`config.mk`:
```
export PLATFORM = sky130hd
export DESIGN_NAME = pet_key_sequencer
export DESIGN_NICKNAME = d
export VERILOG_FILES = /design/src/rtl/pet_key_sequencer.sv
export SDC_FILE = /design/constraint.sdc
export NUM_CORES = 1
export LEC_CHECK = 0
export CAP_MARGIN = 25
export CORE_MARGIN = 2
export CORE_UTILIZATION = 45
export CTS_CLUSTER_DIAMETER = 50
export DETAILED_ROUTE_END_ITERATION = 10
export GPL_ROUTABILITY_DRIVEN = 1
export PLACE_DENSITY = 0.61
export SYNTH_ARGS = -nofsm -noshare
export SYNTH_HDL_FRONTEND = slang
export SYNTH_SLANG_ARGS = --single-unit
```
`constraint.sdc`:
```
create_clock -name clk -period 8 [get_ports clk]
set_clock_uncertainty 0.15 [all_clocks]
set_input_delay 1.6 -clock clk [delete_from_list [all_inputs] [get_ports clk]]
set_output_delay 1.6 -clock clk [all_outputs]
set_load 0.01 [all_outputs]
```
`src/rtl/pet_key_sequencer.sv`:
```
// pet_key_sequencer
//   Owns the PET 10x8 active-low keyboard matrix and shares it between the live
//   PS/2 path and an injector (autotype/paste) path. Live events write live_m
//   directly. Injected events are queued in a FIFO and replayed by an
//   IDLE/APPLY/HOLD FSM so each press and release persists across PET scans.
//   The two matrices are ANDed onto keyin, which feeds the VIA keyboard input.
//
// Ports
//   clk, reset_n               clock (posedge), async active-low reset
//   live_stb/_release/_code    live event strobe, 1=release, {col[2:0],row[3:0]}
//   inj_valid/inj_ready        injector FIFO handshake
//   inj_release/inj_code       injector event payload (same encoding as live)
//   inj_flush                  drop the queue and release every injected key
//   keyrow / keyin             VIA row select / column bits (0 = pressed)
//   inj_busy                   queue non-empty or FSM not idle
//   live_any                   some live key is held (registered)
//
// Build option
//   PET_KEYSEQ_LIVE_LOCKOUT_EN : the injector FSM stays in IDLE while live_any=1,
//   so real typing holds off autotype. A hold in progress still completes.
module pet_key_sequencer #(
  parameter int FIFO_DEPTH  = 8,
  parameter int HOLD_CYCLES = 600000,
  parameter int HOLD_W      = 20
) (
  input  logic       clk,
  input  logic       reset_n,
  input  logic       live_stb,
  input  logic       live_release,
  input  logic [6:0] live_code,
  input  logic       inj_valid,
  output logic       inj_ready,
  input  logic       inj_release,
  input  logic [6:0] inj_code,
  input  logic       inj_flush,
  input  logic [3:0] keyrow,
  output logic [7:0] keyin,
  output logic       inj_busy,
  output logic       live_any
);

  localparam int          AW    = $clog2(FIFO_DEPTH);
  localparam logic [3:0]  NROWS = 4'd10;
  localparam logic [AW:0] PTR_ONE = 1;
  localparam logic [HOLD_W-1:0] HOLD_LOAD = HOLD_W'(HOLD_CYCLES - 1);
  localparam logic [HOLD_W-1:0] HOLD_ONE  = 1;

  typedef struct packed {
    logic       rel;
    logic [2:0] col;
    logic [3:0] row;
  } ev_t;

  typedef enum logic [1:0] {IDLE, APPLY, HOLD} state_t;

  logic [9:0][7:0] live_m, inj_m;
  ev_t             mem [FIFO_DEPTH];
  logic [AW:0]     wr_ptr, rd_ptr;
  state_t          state;
  ev_t             cur;
  logic [HOLD_W-1:0] hold_cnt;
  logic            empty, full, wr_en, go;

  // Extra pointer MSB separates full (MSBs differ) from empty (all equal).
  assign empty     = (wr_ptr == rd_ptr);
  assign full      = (wr_ptr[AW] != rd_ptr[AW]) && (wr_ptr[AW-1:0] == rd_ptr[AW-1:0]);
  assign inj_ready = !full;
  // A write coinciding with a flush is dropped.
  assign wr_en     = inj_valid && !full && !inj_flush;
  assign inj_busy  = (state != IDLE) || !empty;

`ifdef PET_KEYSEQ_LIVE_LOCKOUT_EN
  assign go = !live_any;
`else
  assign go = 1'b1;
`endif

  // Rows past 9 do not exist on the PET; they read as all released.
  assign keyin = (keyrow < NROWS) ? (live_m[keyrow] & inj_m[keyrow]) : 8'hFF;

  // Live path: immediate write, no queueing.
  always_ff @(posedge clk or negedge reset_n) begin
    if (!reset_n) begin
      live_m   <= '1;
      live_any <= 1'b0;
    end else begin
      if (live_stb && (live_code[3:0] < NROWS))
        live_m[live_code[3:0]][live_code[6:4]] <= live_release;
      live_any <= ~&live_m;
    end
  end

  // FIFO storage carries no reset; validity is tracked by the pointers.
  always_ff @(posedge clk) begin
    if (wr_en) mem[wr_ptr[AW-1:0]] <= {inj_release, inj_code};
  end

  // Injector pointers, FSM and matrix.
  always_ff @(posedge clk or negedge reset_n) begin
    if (!reset_n) begin
      wr_ptr   <= '0;
      rd_ptr   <= '0;
      state    <= IDLE;
      cur      <= '0;
      hold_cnt <= '0;
      inj_m    <= '1;
    end else if (inj_flush) begin
      wr_ptr   <= '0;
      rd_ptr   <= '0;
      state    <= IDLE;
      hold_cnt <= '0;
      inj_m    <= '1;
    end else begin
      if (wr_en) wr_ptr <= wr_ptr + PTR_ONE;
      case (state)
        IDLE: begin
          if (!empty && go) begin
            cur    <= mem[rd_ptr[AW-1:0]];
            rd_ptr <= rd_ptr + PTR_ONE;
            state  <= APPLY;
          end
        end
        APPLY: begin
          // Non-existent rows are consumed without spending a hold period.
          if (cur.row >= NROWS) begin
            state <= IDLE;
          end else begin
            inj_m[cur.row][cur.col] <= cur.rel;
            hold_cnt <= HOLD_LOAD;
            state    <= HOLD;
          end
        end
        HOLD: begin
          if (hold_cnt == '0) state <= IDLE;
          else                hold_cnt <= hold_cnt - HOLD_ONE;
        end
        default: state <= IDLE;
      endcase
    end
  end

endmodule

```
==> impl_metrics.tcl <==
set metrics [dict create \
    grt-ovfl-total 0 \
    async_flop_share 0.757 \
    die_x_um 174 \
    critPathBufInv 2 \
    cts_max_level 2 \
    internal-power_uw 2740 \
    die-area_um2 30300 \
    switching_power_uw 1260 \
    power_frac_comb 0.197 \
    hp-start "hold_cnt[19]" \
    hold_buffers 0 \
    path_clk_slew_ns 0.06 \
    ys_ff_latch 263 \
    dp_hpwl_mm 21.5 \
    leakage_uw 0.00516 \
    drive_above_1_share 0.270 \
    synth_top_family_by_area "simple AND/OR/NAND/NOR gates" \
    drt-wirelength-per-cell_um 21.9 \
    drt-initial-drc-count 683 \
    reg2reg_depth 4 \
    status "completed" \
    cts_buffers 34 \
    mostFrequentLayoutCells "dfstp_2 (160), nor2_1 (139), nand2_1 (79)" \
    power_density_nw_per_um2 270 \
    setup_viol 0 \
    hold_viol 0 \
    rsz0062_at_grt "false" \
    clock-sinks 263 \
    die_h_um 174 \
    cpMostUsedCell "clkdlybuf4s50_1" \
    slew_headroom 0.333 \
    cp_data_arrival_time_ns 4.04 \
    yosysWarnings 0 \
    seqPwrFrac 0.414 \
    fillCellCount 2515 \
    power.share.switching 0.315 \
    cp-startpoint "keyrow[1]" \
    drv_cap 0 \
    power.share.clock 0.389 \
    start_util 0.455 \
    period_share 0.724 \
    crit_path_end_kind "output pin" \
    cp_cell_sequence "clkdlybuf4s50_1 -> mux4_2 -> nor2_1 -> a31oi_1 -> clkdlybuf4s50_1" \
    grt.total_usage 0.227 \
    cp.required_ns 6.25 \
    ir_worst_vdd_mv 0.175 \
    final_area_um2 14900 \
    slowest_delay_ns 1.08 \
    synth-edff-count 64 \
    r2r_end "mem[7][5]" \
    cp_slowest_cell "clkdlybuf4s50_1" \
    grt_max_degree 105 \
    syn_avg_cell_area_um2 11.3 \
    antenna_found_initial 0 \
    place_congestion 0.829 \
    synth_fa_ha_area_frac 0.00384 \
    synthFlopType "dfstp_2" \
    setup-tns-final_ns 0 \
    placed_area_um2 13700 \
    final_common_cell "dfstp_2" \
    wirelength_mm 34.3 \
    cts_max_path_buffers 3 \
    syn_area_um2 13000 \
    synth_nets 1183 \
    syn2layout_area_growth_pct 14.0 \
    synth-compound-area-share 0.149 \
    cts_tree "yes" \
    post-cts-setup-buffers 0 \
    grt_pass1_vias 9223 \
    top_level_ports 36 \
    final_max_slew_viol_count 0 \
    io_buffers 35 \
    synth-xor-area-share 0.00605 \
    antenna_cells 0 \
    cts-resized-gates 0 \
    tightest_slew_ns 1.00 \
    reg2reg_from "rd_ptr[1]" \
    viasPerCell 6.00 \
    rows 62 \
    period_needed_ns 5.79 \
    crit_type "in2out" \
    r2r_slack_ns 5.01 \
    clk_latency_ns 0.51 \
    synthMuxAreaShare 0.116 \
    coreArea_um2 28600 \
    firstDrtPassIters 5 \
    grt_pass1_wl_mm 53.9 \
    ant_nets 0 \
    synth-simple-area-share 0.151 \
    synth.distinct_cells 59 \
    timing.fmax_mhz 173 \
    hold_depth 1 \
    vias 9404 \
    dp.cells 1506 \
    cts_root_buf "clkbuf_16" \
    crit_family "buffers and inverters" \
    worstSetupStartpointType "input pin" \
    fin_nets 1187 \
    ys_seq_area_frac 0.545 \
    hp-class "reg2reg" \
    drcViolationCount 0 \
    postSynthCellCount 1154 \
    crit_fanout 21 \
    whs_endpoint "hold_cnt[19]" \
    instances_no_fill 1567 \
]
layout make-up:
type,instances,area [um^2],share of cell area
multi-input cells,796,5580,0.376
inverters,4,15.0,0.00101
repair buffers,59,522,0.0351
flip-flops and latches,263,7100,0.478
well taps,384,480,0.0324
clock inverters,16,218,0.0147
clock buffers,45,933,0.0629
power groups by stage:
stage | clock network (uW) | registers [uW] | logic, uW
2_1_floorplan | 0 | 1560 | 639
3_3_place_gp | 0 | 1680 | 777
3_5_place_dp | 0 | 1680 | 786
4_1_cts | 1590 | 1660 | 791
5_1_grt | 1640 | 1680 | 872
6_report | 1560 | 1660 | 789
worst max-delay path by stage:
stage                to  slack (ns)  depth (start not counted)
2_1_floorplan  keyin[0]        3.24                          8
3_3_place_gp   keyin[7]        2.28                          5
3_5_place_dp   keyin[7]        2.26                          5
4_1_cts        keyin[7]        2.26                          5
5_1_grt        keyin[4]        2.12                          8
6_report       keyin[7]        2.21                          5
Yosys cell counts (all sizes together) (10+ instances only):
library cell / n / share of area
nor3: 21 / 0.0088
nor2: 140 / 0.040
buf: 10 / 0.0041
a311o: 62 / 0.048
nand2b: 18 / 0.0086
mux2i: 14 / 0.011
mux4: 21 / 0.036
dfstp: 160 / 0.32
nand2: 79 / 0.023
clkbuf: 81 / 0.023
nand3: 45 / 0.017
a21oi: 24 / 0.0092
a21boi: 62 / 0.036
a31oi: 22 / 0.011
dfrtp: 39 / 0.075
nand3b: 17 / 0.0098
nor4: 16 / 0.0077
edfxtp: 64 / 0.15
o21ai: 62 / 0.024
nand4: 24 / 0.012
mux2: 80 / 0.069
registers in the layout, summed over array words and instances, names as in the netlist:
register	cells
state	2
hold_cnt	20
cur	8
inj_m	80
mem	64
wr_ptr	4
live_any	1
rd_ptr	4
live_m	80
cells by family after synthesis:
group | count (synthesis)
AO/OA/AOI/OAI | 266
XOR/XNOR | 9
adder cells (fa/ha/maj) | 4
buffers and inverters | 95
flip-flops | 263
multiplexers | 115
AND/OR/NAND/NOR | 402
layer usage:
metal  global-route usage  vias to the layer above  part of all wire
li1                     -                     4336                 -
met1                0.316                     4740              0.45
met2                0.371                      269              0.47
met3               0.0409                       59             0.058
met4               0.0574                        0             0.023
met5                    0                        -                 0
through the flow:
step / setup WS, ns / power [uW] / util / hold WS (ns)
after global placement: 2.28 / 2450 / 0.479 / 0.306
after CTS: 2.26 / 4040 / 0.519 / 0.339
after floorplan: 3.24 / 2200 / - / 0.290
after detailed placement: 2.26 / 2460 / 0.479 / 0.331
final: 2.21 / 4010 / 0.519 / 0.335
after global routing: 2.12 / 4190 / 0.519 / 0.362
No activity file was read; power rests on OpenSTA's default activity.
